==> src/rtl/decn_scan_pkg.sv <==
// Shared definitions for the decn_scan registered decoder / auto-scanner.
//   MODE_DIRECT / MODE_SCAN : encodings of the i_mode input
//   state_t                 : control state (IDLE, DIRECT, SCAN)
package decn_scan_pkg;

    localparam logic MODE_DIRECT = 1'b0;
    localparam logic MODE_SCAN   = 1'b1;

    typedef enum logic [1:0] {
        IDLE   = 2'd0,
        DIRECT = 2'd1,
        SCAN   = 2'd2
    } state_t;

endpackage : decn_scan_pkg

==> src/rtl/decn_scan_scan_prescaler.sv <==
// Modulo-DIV dwell counter for the scan index.
//   i_clk   : system clock, rising edge
//   i_rstn  : asynchronous active-low reset (count -> 0)
//   i_clr   : synchronous clear (count -> 0), has priority over i_en
//   i_en    : count enable
//   o_tick  : high in the cycle the count sits at DIV-1 while enabled,
//             i.e. the edge that ends the current dwell
module scan_prescaler #(
    parameter int DIV = 4
) (
    input  logic i_clk,
    input  logic i_rstn,
    input  logic i_clr,
    input  logic i_en,
    output logic o_tick
);

    // A single-bit counter is kept even for DIV == 1 so the width is legal.
    localparam int              CW   = (DIV > 1) ? $clog2(DIV) : 1;
    localparam logic [CW-1:0]   LAST = CW'(DIV - 1);

    logic [CW-1:0] cnt_r;
    logic [CW-1:0] cnt_s;

    assign o_tick = i_en & (cnt_r == LAST);

    // Next count: clear wins, otherwise wrap at LAST while enabled.
    always_comb begin
        cnt_s = cnt_r;
        if (i_clr) begin
            cnt_s = {CW{1'b0}};
        end else if (i_en) begin
            if (cnt_r == LAST) begin
                cnt_s = {CW{1'b0}};
            end else begin
                cnt_s = cnt_r + CW'(1);
            end
        end else begin
            cnt_s = cnt_r;
        end
    end

    // Count register.
    always_ff @(posedge i_clk or negedge i_rstn) begin
        if (!i_rstn) begin
            cnt_r <= {CW{1'b0}};
        end else begin
            cnt_r <= cnt_s;
        end
    end

endmodule : scan_prescaler

==> src/rtl/decn_scan.sv <==
// Registered N-to-2^N one-hot decoder with enable and auto-scan mode.
//   i_clk  : system clock, rising edge
//   i_rstn : asynchronous active-low reset
//   i_en   : enable; low forces o_out to zero (o_idx holds)
//   i_mode : 0 = direct decode of i_in, 1 = auto-scan starting at i_in
//   i_in   : code to decode / scan start index
//   o_out  : registered one-hot output or all-zero
//   o_idx  : registered index currently decoded
//   o_wrap : one-cycle pulse on the edge the scan index goes OUT_W-1 -> 0
module decn_scan
    import decn_scan_pkg::*;
#(
    parameter int IN_W     = 2,
    parameter int SCAN_DIV = 4,
    parameter int OUT_W    = 2 ** IN_W
) (
    input  logic             i_clk,
    input  logic             i_rstn,
    input  logic             i_en,
    input  logic             i_mode,
    input  logic [IN_W-1:0]  i_in,
    output logic [OUT_W-1:0] o_out,
    output logic [IN_W-1:0]  o_idx,
    output logic             o_wrap
);

    localparam logic [IN_W-1:0] IDX_MAX = {IN_W{1'b1}};

    function automatic logic [OUT_W-1:0] decode(input logic [IN_W-1:0] idx);
        decode = OUT_W'(1) << idx;
    endfunction

    state_t            state_r;
    state_t            state_s;
    logic [IN_W-1:0]   idx_r;
    logic [IN_W-1:0]   idx_s;
    logic [OUT_W-1:0]  out_r;
    logic [OUT_W-1:0]  out_s;
    logic              wrap_r;
    logic              wrap_s;
    logic              scan_hold_s;
    logic              pre_clr_s;
    logic              tick_s;

    // Steady scan means we were scanning and stay scanning; only then does
    // the dwell counter run. Entry and exit both restart it from zero.
    assign scan_hold_s = (state_r == SCAN) && (state_s == SCAN);
    assign pre_clr_s   = !scan_hold_s;

    scan_prescaler #(
        .DIV (SCAN_DIV)
    ) u_prescaler (
        .i_clk  (i_clk),
        .i_rstn (i_rstn),
        .i_clr  (pre_clr_s),
        .i_en   (scan_hold_s),
        .o_tick (tick_s)
    );

    // Next state depends only on the current enable/mode inputs.
    always_comb begin
        state_s = IDLE;
        if (!i_en) begin
            state_s = IDLE;
        end else if (i_mode == MODE_SCAN) begin
            state_s = SCAN;
        end else begin
            state_s = DIRECT;
        end
    end

    // Next index, output and wrap; out is always derived from the index so it
    // can never be multi-hot.
    always_comb begin
        idx_s  = idx_r;
        out_s  = {OUT_W{1'b0}};
        wrap_s = 1'b0;
        case (state_s)
            IDLE: begin
                idx_s = idx_r;
                out_s = {OUT_W{1'b0}};
            end
            DIRECT: begin
                idx_s = i_in;
                out_s = decode(i_in);
            end
            SCAN: begin
                if (state_r != SCAN) begin
                    idx_s = i_in;
                end else if (tick_s) begin
                    idx_s  = idx_r + IN_W'(1);
                    wrap_s = (idx_r == IDX_MAX);
                end else begin
                    idx_s = idx_r;
                end
                out_s = decode(idx_s);
            end
            default: begin
                idx_s = idx_r;
                out_s = {OUT_W{1'b0}};
            end
        endcase
    end

    // State and output registers.
    always_ff @(posedge i_clk or negedge i_rstn) begin
        if (!i_rstn) begin
            state_r <= IDLE;
            idx_r   <= {IN_W{1'b0}};
            out_r   <= {OUT_W{1'b0}};
            wrap_r  <= 1'b0;
        end else begin
            state_r <= state_s;
            idx_r   <= idx_s;
            out_r   <= out_s;
            wrap_r  <= wrap_s;
        end
    end

    assign o_out  = out_r;
    assign o_idx  = idx_r;
    assign o_wrap = wrap_r;

endmodule : decn_scan
==> config.mk <==
export PLATFORM = sky130hd
export DESIGN_NAME = decn_scan
export DESIGN_NICKNAME = d
export VERILOG_FILES = /design/src/rtl/decn_scan_pkg.sv /design/src/rtl/decn_scan_scan_prescaler.sv /design/src/rtl/decn_scan.sv
export SDC_FILE = /design/constraint.sdc
export NUM_CORES = 1
export LEC_CHECK = 0
export BUFFER_PORTS_ARGS = -buffer_cell sky130_fd_sc_hd__buf_2
export CAP_MARGIN = 25
export CORE_AREA = 5 5 42 44
export CTS_CLUSTER_SIZE = 12
export DETAILED_ROUTE_END_ITERATION = 16
export DIE_AREA = 0 0 47 49
export GPL_TIMING_DRIVEN = 0
export PLACE_DENSITY = 0.63
export SLEW_MARGIN = 5
export SYNTH_ARGS = -nofsm -noshare
export SYNTH_HDL_FRONTEND = slang
export SYNTH_SLANG_ARGS = --single-unit
==> constraint.sdc <==
create_clock -name i_clk -period 1.6 [get_ports i_clk]
set_clock_uncertainty 0.15 [all_clocks]
set_input_delay 0.32 -clock i_clk [delete_from_list [all_inputs] [get_ports i_clk]]
set_output_delay 0.32 -clock i_clk [all_outputs]
set_load 0.03 [all_outputs]
Word level (Yosys, flattened, before mapping)

Index checks and enable logic that the tools add are counted.

Bits in writable memories: 0
Input bits: 6
Memory bits (read-only): 0
Latch bits: 0
Memories: 0
Flip-flop bits (word level): 11

Magnitude comparators: 0
$add $sub $neg: 2
Bitwise gates (word level): 1
Mux-type cells: 12
Div/mod/pow operators: 0
Eq/ne operators: 6
Multiply operators: 0
Shift-type cells: 2
Reduce and logical (&&, ||, !) cells: 2

Operators by type and width:

| kind                  | count |
|---|---|
| $mux W2               | 7 |
| $eq A2 B2 Y1 const B  | 4 |
| $pmux W4 S2           | 1 |
| $shl A1 B2 Y4 const A | 2 |
| $add A2 B1 Y2 const B | 2 |
| $pmux W2 S2           | 1 |
| $mux W1               | 3 |
| $eq A2 B1 Y1 const B  | 1 |
| $ne A2 B2 Y1 const B  | 1 |
| $reduce_bool A2 Y1    | 1 |
| $and A1 B1 Y1         | 1 |
| $logic_and A1 B1 Y1   | 1 |

Logic depth before layout (Yosys ltp)

Word-level depth: 10
Depth in mapped cells: 5
Mapped depth without buffers: 4

Cells and area by module

A second synthesis with hierarchy kept.

Cell total of the unflattened synthesis: 46
Area total of the unflattened synthesis: 559.3 sq um

Modules (own cells, without submodules):

| module         | cells an instance | sequential area each (sq um) | times used | area an instance (sq um) |
|---|---|---|---|---|
| decn_scan      | 37                | 225.2                        | 1          | 452.9 |
| scan_prescaler | 9                 | 50.0                         | 1          | 106.4 |

Worst setup path before layout

No wires, ideal clock.

Kind: register to register
Start point: reg idx_r[0], in the netlist o_idx[0]
End point: reg idx_r[1], in the netlist o_idx[1]
Stages on the path, launching flop included: 4
Library setup time: 0.138 ns
Data arrival time: 1.195 ns
Path slack: 0.117 ns
Period minus slack after synthesis: 1.483 ns
Cell sequence: dfrtp_1 -> ha_1 -> mux2i_4 -> o221ai_1

Cells in the longest elaborated chain, start to end: 5

RTL lines:

| what                   | RTL line         | text |
|---|---|---|
| from (decl)            | decn_scan.sv:35  | `logic [IN_W-1:0] idx_r;` |
| from (signal assigned) | decn_scan.sv:109 | `idx_r <= {IN_W{1'b0}};` |
| from (signal assigned) | decn_scan.sv:114 | `idx_r <= idx_s;` |
| $add A2 B1 Y2          | decn_scan.sv:91  | `idx_s = idx_r + IN_W'(1);` |
| $mux W2                | decn_scan.sv:90  | `end else if (tick_s) begin` |
| $mux W2                | decn_scan.sv:88  | `if (state_r != SCAN) begin` |
| $mux W2                | decn_scan.sv:78  | `case (state_s)` |
| $pmux W2 S2            | decn_scan.sv:78  |  |

Every way passes these cells. The select of a mux whose other input is x is not followed.
A chain may end at the register's enable or synchronous reset.

Worst setup path in the final report

Start point: reg idx_r[0], in the netlist o_idx[0]
End point: out o_idx[0]

RTL lines:

| what      | RTL line        | text |
|---|---|---|
| to (decl) | decn_scan.sv:23 | `output logic [IN_W-1:0] o_idx,` |

No word-level cell between the ends.

==> results.py <==
metrics = {
    "sta": {
        "rsz0062_at_grt": "false",
        "max_freq_mhz": 697.4,
        "relSlewSlack": 0.8353,
        "finalSetupViolations": 0,
        "fin_crit_sh": 0.8962,
        "slew_violations": 0,
        "setup_tns_ps": 0,
        "finalHoldViolations": 0,
        "finalCriticalPeriod_ps": 1434,
        "worst_slew_pin_slew_ps": 247.1,
    },
    "setup_path": {
        "arrival_ps": 960,
        "cp_max_fo": 6,
        "crit_path_max_incr_delay_ps": 460,
        "cp-end-kind": "primary output",
        "r2r_start": "u_prescaler.cnt_r[0]",
        "slowest_stage": "dfrtp_1",
        "start_kind": "flip-flop",
        "path_delay_family": "flip-flops",
        "crit_chain": "buf_2",
        "endpoint": "o_idx[0]",
        "ff2ff_setup_slack_ps": 170,
        "path_buf_inv": 1,
        "crit_required_ps": 1130,
        "r2r-end": "o_out[2]",
        "crit_type": "reg2out",
        "reg2reg_depth": 4,
        "crit_cells": 1,
        "cp-startpoint": "o_idx[0]",
    },
    "floorplanning": {
        "row_count": 14,
        "die-area_mm2": 0.002303,
        "die_w_um": 47,
        "ioPinCount": 13,
        "initial_core_util": 0.3804,
        "die_y_um": 49,
        "core_mm2": 0.001401,
    },
    "global_routing": {
        "first_global_vias": 414,
        "grtUsageTotal": 0.1056,
        "grt_remaining_overflow": 0,
        "grt_max_degree": 12,
        "antenna_found_initial": 0,
        "grt_pass1_wl_mm": 1.745,
    },
    "synth": {
        "synthesis.area_um2": 533.0,
        "synthCells": 46,
        "synth_simple_gate_area_frac": 0.1901,
        "synth_compound_area_frac": 0.08685,
        "muxShareOfSynthArea": 0.06103,
        "yosysSeqAreaShare": 0.5164,
        "avgSynthCellArea_um2": 11.59,
        "synth_xor_area_frac": 0.03286,
        "synth_seq_cells": 11,
        "yosysWarnings": 0,
        "synth_nets": 54,
        "synth_adder_area_share": 0.04695,
        "synth_cell_types": 24,
        "synth_top_family_by_area": "simple AND/OR/NAND/NOR gates",
    },
    "clock_tree": {
        "clockBufferDepth": 2,
        "cts.sinks": 11,
        "cts_tree": "built",
        "root_buffer": "clkbuf_4",
        "cts_made_buffers": 3,
        "cts.clk_slew.worst_paths_ps": 60,
        "ctsResizeCount": 0,
        "htree_levels": 1,
        "cts_hold_buf": 1,
        "postCtsSetupBuffers": 0,
        "clkLatencyLatePin_ps": 270,
    },
    "layout": {
        "design_area_um2": 649.4,
        "nNetsFinal": 72,
        "diodes": 0,
        "fillCellCount": 146,
        "area_growth_pct": 21.83,
        "drive_gt1_frac": 0.3175,
    },
    "route": {
        "ant_nets": 0,
        "vias": 386,
        "drtPass1Iterations": 2,
        "via_per_inst": 4.886,
        "drt_iter0_markers": 5,
        "wl_um": 904,
        "wire_per_inst_um": 11.44,
        "remaining_drc_errors": 0,
    },
    "power_and_ir_drop": {
        "sw_frac_of_total": 0.2771,
        "clkPwrFrac": 0.320,
        "intPower_mw": 0.4248,
        "power_leakage_nw": 0.3321,
        "p_seq_frac": 0.514,
        "netSwitchingPower_mw": 0.1628,
        "max-vdd-ir-drop_mv": 0.3521,
        "p_comb_frac": 0.166,
        "powerDensity_mw_per_mm2": 904.8,
    },
    "hold_path": {
        "min-delay-start": "i_mode",
        "min_path_type": "in2reg",
    },
    "placement": {
        "dpl_cell_area_um2": 613.1,
        "io_buffers": 12,
        "gp_congestion": 0.7940,
        "dpl.hpwl_um": 685.7,
    },
    "status": {
        "run_status": "finished, final reports clean",
    },
    "run": {
        "maxCapViolations": 0,
    },
}
[state kept, by name, summed over array words and instances, names as in the netlist]
name	cells
o_wrap	1
o_out	4
u_prescaler.cnt_r	2
o_idx	2
state_r	2
[synthesized netlist by cell type, drive strengths merged]
cell type  count  area share
and2           1       0.012
o31ai          2       0.028
buf            3       0.045
xor2           1       0.016
nor3           1      0.0094
nand4          1       0.012
ha             2       0.047
nor2b          1       0.012
a22oi          1       0.014
nor2           3       0.021
inv            3       0.021
o21ai          3       0.028
dfrtp         11        0.52
xnor2          1       0.016
nand3          2       0.019
mux2i          2       0.061
nand4b         3       0.077
nand2          4       0.028
o221ai         1       0.016
[stage by stage]
| stage | total power, mW | worst slack, ps | hold slack, ps | std cells | util |
|---|---|---|---|---|---|
| 3_3_place_gp | 0.4023 | 193.1 | 49.88 | 74 | 0.4375 |
| 6_report | 0.5875 | 166.1 | 109.2 | 79 | 0.4634 |
| 5_1_grt | 0.6297 | 72.90 | 107.1 | 79 | 0.4634 |
| 2_1_floorplan | 0.3709 | 117.1 | -125.6 | 46 | - |
| 4_1_cts | 0.5985 | 144.6 | 103.2 | 79 | 0.4634 |
| 3_5_place_dp | 0.4056 | 165.8 | 52.86 | 74 | 0.4375 |
[power groups by stage]
stage / Combinational, mW / Sequential, mW / Clock (mW)
2_1_floorplan: 0.0432 / 0.328 / 0
3_3_place_gp: 0.0949 / 0.307 / 0
3_5_place_dp: 0.0979 / 0.308 / 0
4_1_cts: 0.0997 / 0.303 / 0.196
5_1_grt: 0.110 / 0.305 / 0.216
6_report: 0.0974 / 0.302 / 0.188
[layer usage]
metal  track usage  share of wire
met5             0              0
met4       0.05530          0.029
met3       0.03690          0.073
met2        0.1538           0.46
met1        0.1327           0.44
[layout by cell type (no fill, tap or decap), drive strengths merged]
| cell type | n |
|---|---|
| a22oi | 1 |
| and2 | 1 |
| buf | 15 |
| clkbuf | 4 |
| dfrtp | 11 |
| dlygate4sd3 | 1 |
| ha | 2 |
| inv | 3 |
| mux2i | 2 |
| nand2 | 4 |
| nand3 | 2 |
| nand4 | 1 |
| nand4b | 3 |
| nor2 | 3 |
| nor2b | 1 |
| nor3 | 1 |
| o21ai | 3 |
| o221ai | 1 |
| o31ai | 2 |
| xnor2 | 1 |
| xor2 | 1 |
[worst min-delay path by stage]
stage | slack, ps | end | cells after the start
floorplan | -130 | o_idx[0] | 0
global placement | 50 | state_r[0] | 1
detailed placement | 50 | state_r[0] | 1
CTS | 100 | state_r[0] | 2
global route | 110 | state_r[0] | 2
finish | 110 | state_r[0] | 2
[logic make-up (layout without fill, tap and decap cells)]
family	count (synthesis)	in the layout
simple gates	16	16
flops	11	11
mux	2	2
fa+ha+maj	2	2
compound gates	7	7
buf+inv	6	23
xor+xnor	2	2
[cell type report]
cell class	count	area, µm²	share of cell area
multi-input combinational	29	222.7	0.3430
tap	16	20.02	0.03083
clock buffer	4	26.28	0.04046
timing repair buffer	13	70.07	0.1079
buffer	3	23.77	0.03661
inverter	3	11.26	0.01734
sequential	11	275.3	0.4239
Note: power is estimated with default switching activity, not from simulation.
